==> src/rtl/alu32_issue.sv <==
// alu32_issue
// Operand-issue stage that sits directly upstream of a 32-bit combinational ALU.
// Commands {op, a, b, ci} arrive over a valid/ready handshake and are buffered
// in a DEPTH-entry FIFO. The FIFO head drives the ALU inputs combinationally,
// and the ALU result is captured into a handshaked output register together
// with carry, zero and illegal-op flags. Results leave in acceptance order.
//
// Ports:
//   clk, rst         clock, synchronous active-high reset
//   in_valid/ready   command handshake (in_ready = FIFO not full)
//   in_op/a/b/ci     command fields (op: 0 XOR, 1 ADD, 2 AND, 3 OR, 4 NOT a, 5-7 illegal)
//   alu_in1/in2/ci/a FIFO head presented to the ALU (all zero while empty)
//   alu_cout/alu_co  ALU result and adder carry-out
//   out_valid/ready  result handshake
//   out_result/co/zero/illegal  registered result and flags
//   count            FIFO occupancy
module alu32_issue #(
  parameter int DEPTH = 4
) (
  input  logic                     clk,
  input  logic                     rst,
  input  logic                     in_valid,
  output logic                     in_ready,
  input  logic [2:0]               in_op,
  input  logic [31:0]              in_a,
  input  logic [31:0]              in_b,
  input  logic                     in_ci,
  output logic [31:0]              alu_in1,
  output logic [31:0]              alu_in2,
  output logic                     alu_ci,
  output logic [2:0]               alu_a,
  input  logic [31:0]              alu_cout,
  input  logic                     alu_co,
  output logic                     out_valid,
  input  logic                     out_ready,
  output logic [31:0]              out_result,
  output logic                     out_co,
  output logic                     out_zero,
  output logic                     out_illegal,
  output logic [$clog2(DEPTH):0]   count
);

  localparam int AW = $clog2(DEPTH);
  localparam int CW = AW + 1;
  localparam logic [CW-1:0] CNT_FULL = CW'(DEPTH);
  localparam logic [CW-1:0] CNT_ZERO = CW'(0);
  localparam logic [CW-1:0] CNT_ONE  = CW'(1);
  localparam logic [AW-1:0] PTR_ZERO = AW'(0);
  localparam logic [AW-1:0] PTR_ONE  = AW'(1);
  localparam logic [2:0]    OP_ADD   = 3'd1;
  localparam logic [2:0]    OP_ILL   = 3'd5;

  // Ops 5..7 have no ALU function; they still produce a (zero) result.
  function automatic logic op_is_illegal(input logic [2:0] op);
    return (op >= OP_ILL);
  endfunction

  logic [2:0]    fifo_op [DEPTH];
  logic [31:0]   fifo_a  [DEPTH];
  logic [31:0]   fifo_b  [DEPTH];
  logic          fifo_ci [DEPTH];
  logic [AW-1:0] wr_ptr;
  logic [AW-1:0] rd_ptr;

  logic       head_valid;
  logic       push;
  logic       pop;
  logic [2:0] head_op;

  // in_ready depends on the registered count only, never on out_ready.
  assign in_ready   = (count != CNT_FULL);
  assign head_valid = (count != CNT_ZERO);
  assign push       = in_valid && in_ready;
  assign pop        = head_valid && (!out_valid || out_ready);
  assign head_op    = fifo_op[rd_ptr];

  // Present the FIFO head to the ALU, forcing zeros while the FIFO is empty.
  always_comb begin
    alu_in1 = 32'd0;
    alu_in2 = 32'd0;
    alu_ci  = 1'b0;
    alu_a   = 3'd0;
    if (head_valid) begin
      alu_in1 = fifo_a[rd_ptr];
      alu_in2 = fifo_b[rd_ptr];
      alu_ci  = fifo_ci[rd_ptr];
      alu_a   = head_op;
    end else begin
      alu_in1 = 32'd0;
      alu_in2 = 32'd0;
      alu_ci  = 1'b0;
      alu_a   = 3'd0;
    end
  end

  // Command storage; contents are don't-care until counted as occupied.
  always_ff @(posedge clk) begin
    if (push) begin
      fifo_op[wr_ptr] <= in_op;
      fifo_a[wr_ptr]  <= in_a;
      fifo_b[wr_ptr]  <= in_b;
      fifo_ci[wr_ptr] <= in_ci;
    end
  end

  // Pointer and occupancy bookkeeping; pointers wrap naturally (DEPTH is 2^AW).
  always_ff @(posedge clk) begin
    if (rst) begin
      wr_ptr <= PTR_ZERO;
      rd_ptr <= PTR_ZERO;
      count  <= CNT_ZERO;
    end else begin
      if (push) begin
        wr_ptr <= wr_ptr + PTR_ONE;
      end
      if (pop) begin
        rd_ptr <= rd_ptr + PTR_ONE;
      end
      case ({push, pop})
        2'b10:   count <= count + CNT_ONE;
        2'b01:   count <= count - CNT_ONE;
        default: count <= count;
      endcase
    end
  end

  // Result register: load on issue, clear valid on drain, otherwise hold.
  always_ff @(posedge clk) begin
    if (rst) begin
      out_valid   <= 1'b0;
      out_result  <= 32'd0;
      out_co      <= 1'b0;
      out_zero    <= 1'b0;
      out_illegal <= 1'b0;
    end else if (pop) begin
      out_valid   <= 1'b1;
      out_result  <= alu_cout;
      out_co      <= (head_op == OP_ADD) ? alu_co : 1'b0;
      out_zero    <= (alu_cout == 32'd0);
      out_illegal <= op_is_illegal(head_op);
    end else if (out_valid && out_ready) begin
      // Nothing to issue: the result is consumed, flags keep their last values.
      out_valid   <= 1'b0;
    end else begin
      out_valid   <= out_valid;
    end
  end

endmodule

==> config.mk <==
export PLATFORM = sky130hd
export DESIGN_NAME = alu32_issue
export DESIGN_NICKNAME = d
export VERILOG_FILES = /design/src/rtl/alu32_issue.sv
export SDC_FILE = /design/constraint.sdc
export NUM_CORES = 1
export LEC_CHECK = 0
export CORE_MARGIN = 2
export CORE_UTILIZATION = 65
export CTS_BUF_LIST = sky130_fd_sc_hd__clkbuf_4
export CTS_CLUSTER_SIZE = 25
export DETAILED_ROUTE_END_ITERATION = 8
export DONT_BUFFER_PORTS = 1
export PLACE_DENSITY = 0.84
export SETUP_SLACK_MARGIN = 0.1
export SYNTH_ARGS = -nofsm -noshare
export SYNTH_HDL_FRONTEND = slang
export SYNTH_SLANG_ARGS = --single-unit
==> constraint.sdc <==
create_clock -name clk -period 3.5 [get_ports clk]
set_input_delay 0.875 -clock clk [delete_from_list [all_inputs] [get_ports clk]]
set_output_delay 0.875 -clock clk [all_outputs]
set_load 0.05 [all_outputs]
==> impl_metrics.py, run 1 <==
metrics = {
    "run_status": {
        "outcome": "completed",
    },
    "critical_path": {
        "critical_path.top_delay_family": "simple AND/OR/NAND/NOR gates",
        "r2r_slack_ns": 1.07,
        "element_type_at_the_critical_path_end": "primary output",
        "reg_to_reg_endpoint": "count[2]",
        "cp_data_arrival_time_ns": 2.31,
        "cp.required_ns": 2.62,
        "type_of_the_setup_path_with_the_least_slack": "reg2out",
        "timing.critical_path.cells": "or3_2 > buf_4 > and2_1 > buf_4",
        "path_max_fanout": 41,
        "worst_path_most_repeated_cell": "sky130_fd_sc_hd__buf_4",
        "crit_path_start_kind": "flip-flop",
        "regToRegStartpoint": "count[2]",
        "maximum_cell_stage_delay_along_the_critical_path_ns": 0.56,
        "cp_slowest_cell": "sky130_fd_sc_hd__or3_2",
        "reg2reg_depth": 8,
        "critPathLaunch": "count[2]",
        "timing.critical_path.buf_inv": 2,
    },
    "cells_and_area": {
        "area_growth_pct": 12.9,
        "register_area_sq_mm": 0.00908,
        "multiInputGateArea_sq_mm": 0.00287,
        "drive_gt1_frac": 0.311,
        "num-fill-cells": 1074,
        "most_used_cells_in_the_layout_excluding_fill_and_tap_cells": "sky130_fd_sc_hd__edfxtp_1 (272), sky130_fd_sc_hd__clkbuf_4 (116), sky130_fd_sc_hd__mux4_2 (68), sky130_fd_sc_hd__and2_1 (68), sky130_fd_sc_hd__dfxtp_1 (42)",
        "instances_no_fill": 1033,
        "num-nets-final": 852,
        "mostFrequentLayoutCell": "sky130_fd_sc_hd__edfxtp_1",
    },
    "pwr": {
        "power.static_leakage_nw": 4.55,
        "power.density_cell_area_mw_per_mm2": 945,
        "p_clk_frac": 0.237,
        "switching_power_w": 0.00520,
        "cellInternalPower_w": 0.00779,
        "swShare": 0.401,
        "logic_gate_share_of_total_power": 0.356,
        "p_seq_frac": 0.407,
        "vdd.ir_drop.worst_v": 0.000614,
    },
    "grt": {
        "via_count_of_the_first_global_routing_pass": 6945,
        "grt_first_pass_wirelength_mm": 35.2,
        "largest_net_degree_at_the_start_of_global_routing": 69,
        "global_route.overflow_total": 0,
        "grt_antenna_before_repair": 1,
        "grt_util_all_layers": 0.235,
    },
    "hold_path": {
        "timing.hold.worst_path_depth": 1,
        "hold_path_end": "out_result[20]",
        "min-delay-path-class": "in2reg",
        "hold_path_startpoint": "rst",
    },
    "clock_tree": {
        "clockBufferDepth": 3,
        "cts_buffers": 77,
        "ctsHtreeMaxLevel": 3,
        "clk-insertion-delay-late_ns": 0.66,
        "root_buffer": "sky130_fd_sc_hd__clkbuf_4",
        "cts_tree": "built",
        "numClockSinks": 317,
        "cts.reportedPaths.clkPinSlew_ns": 0.07,
    },
    "synth": {
        "synth.net_count": 773,
        "synth_top_family_by_area": "multiplexers",
        "synthXorXnorAreaFrac": 0.00144,
        "dominantRegCellSynth": "sky130_fd_sc_hd__edfxtp_1",
        "netlist_area_sq_mm": 0.0122,
        "synth-edff-count": 272,
        "yosys_warnings": 0,
        "register_area_share_after_synthesis": 0.745,
        "mean_post_synth_cell_area_sq_um": 18.4,
        "synth_simple_gate_area_frac": 0.0639,
        "synth.lib_cells_used.distinct": 31,
        "synth_compound_gate_area_share": 0.0359,
        "adder_and_majority_cell_fraction_of_the_synthesized_area": 0.00678,
        "ys_seq_elements": 317,
        "synth.area.mux_share": 0.126,
        "synth-async-reset-ratio": 0,
        "syn-instance-count": 662,
    },
    "detailed_routing": {
        "drt_drc_violations_left": 0,
        "first_iter_violations": 319,
        "wire_per_inst_um": 22.2,
        "drt.antenna.violating_nets": 0,
        "detail_route.first_pass.iterations": 4,
        "avgViaCountPerCell": 6.21,
        "via_count": 6419,
        "wl_mm": 22.9,
    },
    "placed_design": {
        "placed_cells": 891,
        "detailed_place_hpwl_mm": 13.9,
        "globalplace.congestion": 0.767,
        "buffer_ports.inserted": 0,
    },
    "timing": {
        "fin_crit_ns": 3.18,
        "share_of_the_cycle_needed_by_the_critical_path_after_routing": 0.909,
        "timing.slew.headroom": 0.291,
        "timing_worst_slew_pin_value_ns": 1.06,
        "clock_skew_ns": 0.0324,
        "slew_viol_final": 0,
        "finalSetupTns_ns": 0,
        "finalSetupViolations": 0,
        "max_freq_mhz": 314,
        "rsz_0062_raised_after_global_routing": "no",
        "worst_hold_slack_ns": 0.269,
        "finalHoldViolations": 0,
    },
    "floorplanning": {
        "std_cell_rows": 50,
        "die_height_um": 141,
        "ioPinCount": 213,
        "design.core.area_sq_mm": 0.0185,
        "start_util": 0.657,
        "floorplan.die.width_um": 141,
        "die_area_sq_mm": 0.0198,
    },
    "run": {
        "maxCapViolations": 0,
    },
}
repair_timing:
action | CTS | global route
hold buffers | 0 | 0
resized for setup | 1 | 0
setup buffers | 5 | 0
setup endpoints to repair | 54 | 0
logic make-up (layout without fill, tap and decap cells):
| kind of cell | after synthesis | count (layout) |
|---|---|---|
| buf+inv | 53 | 189 |
| mux | 68 | 68 |
| other cells | 0 | 1 |
| compound gates | 82 | 82 |
| xor+xnor | 2 | 2 |
| simple gates | 134 | 134 |
| flops | 317 | 317 |
| fa+ha+maj | 6 | 6 |
sequential cells by signal, indices dropped and copies added (netlist names), named ones only:
name	count
count	3
fifo_a	128
fifo_b	128
fifo_ci	4
fifo_op	12
out_co	1
out_illegal	1
out_result	32
out_valid	1
out_zero	1
rd_ptr	2
wr_ptr	2
layout make-up:
cell class                      instances  area share
Antenna cell                            1    0.000182
Sequential cell                       317       0.660
Inverter                                7     0.00191
Multi-Input combinational cell        292       0.209
Clock buffer                          116      0.0633
Timing Repair Buffer                   46      0.0320
Clock inverter                         20      0.0119
Tap cell                              234      0.0213
how the worst max path moves through the flow:
| stage | to | slack [ns] | depth (start not counted) |
|---|---|---|---|
| 3_5_place_dp | alu_in1[7] | 0.73 | 3 |
| 6_report | alu_in1[29] | 0.32 | 4 |
| 2_1_floorplan | fifo_a[0][0] | 0.15 | 3 |
| 5_1_grt | alu_in1[9] | 0.16 | 3 |
| 4_1_cts | alu_in1[7] | 0.24 | 3 |
| 3_3_place_gp | alu_in2[25] | 0.81 | 3 |
Yosys cell counts (all sizes together), types with 3 or more instances:
cell | number | share of area
nor2 | 4 | 0.0012
nand3 | 36 | 0.015
ha | 5 | 0.0051
clkbuf | 23 | 0.0071
and2 | 68 | 0.035
buf | 23 | 0.012
and3 | 4 | 0.0021
nor4 | 8 | 0.0041
mux4 | 68 | 0.13
inv | 7 | 0.0022
o21ai | 35 | 0.014
nand2 | 3 | 0.00093
dfxtp | 45 | 0.074
edfxtp | 272 | 0.67
nand4 | 3 | 0.0015
a21oi | 41 | 0.017
power groups by stage:
stage	clock network, W	logic (W)	registers (W)
after floorplan	0	0.00376	0.00530
after global placement	0	0.00444	0.00539
after detailed placement	0	0.00454	0.00543
after CTS	0.00317	0.00466	0.00529
after global routing	0.00337	0.00488	0.00533
final	0.00308	0.00462	0.00529
worst reg2reg max path, stage by stage, from the launching register on:
cell and delay [ns]:
sky130_fd_sc_hd__dfxtp_2 0.54, sky130_fd_sc_hd__or3b_2 0.50, sky130_fd_sc_hd__nand2_1 0.09, sky130_fd_sc_hd__ha_1 0.19, sky130_fd_sc_hd__inv_1 0.06, sky130_fd_sc_hd__fa_1 0.37
sky130_fd_sc_hd__xor2_1 0.16, sky130_fd_sc_hd__or3_1 0.32, sky130_fd_sc_hd__a21oi_1 0.14
through the flow:
step | area, sq um | setup WS (ns) | power (W) | utilization
floorplan | 12200 | 0.148 | 0.00906 | -
global placement | 12700 | 0.809 | 0.00984 | 0.683
detailed placement | 12700 | 0.728 | 0.00996 | 0.683
CTS | 13700 | 0.237 | 0.0131 | 0.742
global route | 13700 | 0.163 | 0.0136 | 0.742
finish | 13700 | 0.318 | 0.0130 | 0.742
per-layer routing:
metal / vias up / track usage / share of wire
met3: 58 / 0.0931 / 0.090
met4: 0 / 0.0963 / 0.025
met1: 3226 / 0.260 / 0.35
met5: - / 0 / 0
met2: 308 / 0.409 / 0.54
li1: 2827 / - / -
Note: power is estimated with default switching activity, not from simulation.
==> inputs of run 2 (changes only) <==
- clock period: 3.5 -> 3.62 ns (I/O delays scaled with it)
==> impl_metrics.py, run 2 (synthesized netlist as in run 1, its figures left out) <==
metrics = {
    "hold_path": {
        "hold_path_end": "count[1]",
        "timing.hold.worst_path_depth": 1,
        "hold_path_startpoint": "rst",
        "min-delay-path-class": "in2reg",
    },
    "critical_path": {
        "crit_path_start_kind": "flip-flop",
        "reg_to_reg_endpoint": "count[2]",
        "regToRegStartpoint": "count[2]",
        "path_max_fanout": 35,
        "r2r_slack_ns": 0.86,
        "cp.required_ns": 2.71,
        "cp_data_arrival_time_ns": 2.41,
        "reg2reg_depth": 8,
        "element_type_at_the_critical_path_end": "primary output",
        "type_of_the_setup_path_with_the_least_slack": "reg2out",
    },
    "detailed_routing": {
        "drt.antenna.violating_nets": 0,
        "first_iter_violations": 405,
        "drt_drc_violations_left": 1,
        "wl_mm": 22.2,
        "detail_route.first_pass.iterations": 7,
        "via_count": 6166,
        "avgViaCountPerCell": 6.17,
        "wire_per_inst_um": 22.2,
    },
    "grt": {
        "global_route.overflow_total": 0,
        "via_count_of_the_first_global_routing_pass": 6590,
        "gr-usage-met2": 0.384,
        "grt_use_met1": 0.266,
        "met3_usage": 0.0876,
        "grt_antenna_before_repair": 1,
        "grt_first_pass_wirelength_mm": 34.1,
        "grt_util_all_layers": 0.228,
        "grt_busiest_layer": "met2",
        "largest_net_degree_at_the_start_of_global_routing": 105,
    },
    "run_status": {
        "violations": "design-rule violations",
        "outcome": "finished, violations left",
    },
    "cells_and_area": {
        "final_core_util": 0.728,
        "num-nets-final": 823,
        "area_growth_pct": 10.7,
        "drive_gt1_frac": 0.284,
        "biggestRegsByFlops": "fifo_a: 128 flops, fifo_b: 128 flops, out_result: 32 flops",
        "multiInputGateArea_sq_mm": 0.00287,
        "num-fill-cells": 1109,
        "register_area_sq_mm": 0.00908,
        "most_used_cells_in_the_layout_excluding_fill_and_tap_cells": "sky130_fd_sc_hd__edfxtp_1 (272), sky130_fd_sc_hd__clkbuf_4 (114), sky130_fd_sc_hd__mux4_2 (68), sky130_fd_sc_hd__and2_1 (68), sky130_fd_sc_hd__a21oi_1 (41)",
        "final_instance_area_sq_mm": 0.0135,
        "mostFrequentLayoutCell": "sky130_fd_sc_hd__edfxtp_1",
    },
    "timing": {
        "clock_skew_ns": 0.0330,
        "finalSetupTns_ns": 0,
        "postLayoutSetupSlackWorst_ns": 0.306,
        "share_of_the_cycle_needed_by_the_critical_path_after_routing": 0.915,
        "finalSetupViolations": 0,
        "worst_hold_slack_ns": 0.312,
        "timing_worst_slew_pin_value_ns": 0.533,
        "timing.slew.headroom": 0.644,
        "slew_viol_final": 0,
        "finalHoldViolations": 0,
        "fin_crit_ns": 3.31,
        "max_freq_mhz": 302,
        "rsz_0062_raised_after_global_routing": "no",
    },
    "clock_tree": {
        "clockBufferDepth": 3,
        "cts.reportedPaths.clkPinSlew_ns": 0.06,
        "root_buffer": "sky130_fd_sc_hd__clkbuf_4",
        "ctsHtreeMaxLevel": 3,
        "cts_buffers": 77,
        "cts_tree": "built",
        "numClockSinks": 317,
        "clk-insertion-delay-late_ns": 0.66,
    },
    "pwr": {
        "p_clk_frac": 0.236,
        "vdd.ir_drop.worst_v": 0.000635,
        "switching_power_w": 0.00492,
        "cellInternalPower_w": 0.00718,
        "power.static_leakage_nw": 4.37,
        "logic_gate_share_of_total_power": 0.339,
        "power.density_cell_area_mw_per_mm2": 898,
        "p_seq_frac": 0.425,
        "swShare": 0.407,
    },
    "placed_design": {
        "globalplace.congestion": 0.772,
        "dpl_worst_slack_ns": 0.668,
        "buffer_ports.inserted": 0,
        "postPlaceCellArea_sq_mm": 0.0125,
        "detailed_place_hpwl_mm": 13.7,
    },
    "run": {
        "maxCapViolations": 0,
    },
    "floorplanning": {
        "ioPinCount": 213,
        "floorplan.die.width_um": 141,
        "std_cell_rows": 50,
        "die_height_um": 141,
        "design.core.area_sq_mm": 0.0185,
        "start_util": 0.657,
        "die_area_sq_mm": 0.0198,
    },
}
run 2: through the flow:
stage          power, W  cells
2_1_floorplan   0.00876    662
3_3_place_gp    0.00925    867
3_5_place_dp    0.00935    867
4_1_cts          0.0122    998
5_1_grt          0.0126    999
6_report         0.0121    999
run 2: worst max-delay path, cell delays in order (launching register included):
cell and delay [ns]:
sky130_fd_sc_hd__dfxtp_4 0.68, sky130_fd_sc_hd__buf_12 0.29, sky130_fd_sc_hd__mux4_2 0.37, sky130_fd_sc_hd__and2_1 0.36
run 2: layout make-up:
class                   instances  area share
diodes                          1    0.000186
flip-flops and latches        317       0.674
clock inverters                17     0.00873
inverters                       7     0.00195
repair buffers                 17      0.0169
clock buffers                 114      0.0635
multi-input cells             292       0.213
well taps                     234      0.0217
run 2: power by group through the flow:
stage | combinational, W | clock, W | sequential, W
floorplan | 0.00364 | 0 | 0.00512
CTS | 0.00414 | 0.00293 | 0.00514
finish | 0.00410 | 0.00285 | 0.00514
global route | 0.00434 | 0.00312 | 0.00518
global placement | 0.00406 | 0 | 0.00519
detailed placement | 0.00413 | 0 | 0.00522
run 2: how the worst max path moves through the flow:
stage | depth (start not counted) | slack [ns] | end
6_report | 3 | 0.31 | alu_in1[29]
5_1_grt | 3 | 0.15 | alu_in2[21]
4_1_cts | 3 | 0.15 | alu_in2[3]
3_5_place_dp | 8 | 0.67 | count[2]
3_3_place_gp | 8 | 0.79 | count[2]
2_1_floorplan | 3 | 0.27 | fifo_a[0][0]
run 2: per-layer routing:
metal | routed length (um) | share of wire
met5 | 0 | 0
met4 | 439 | 0.020
met3 | 2170 | 0.098
met2 | 11600 | 0.52
met1 | 7990 | 0.36
run 2: timing repair:
action	in CTS	in global routing
setup endpoints to repair	18	65
hold buffers	0	0
cloned	0	0
gates resized for setup	1	2
buffers inserted	0	0
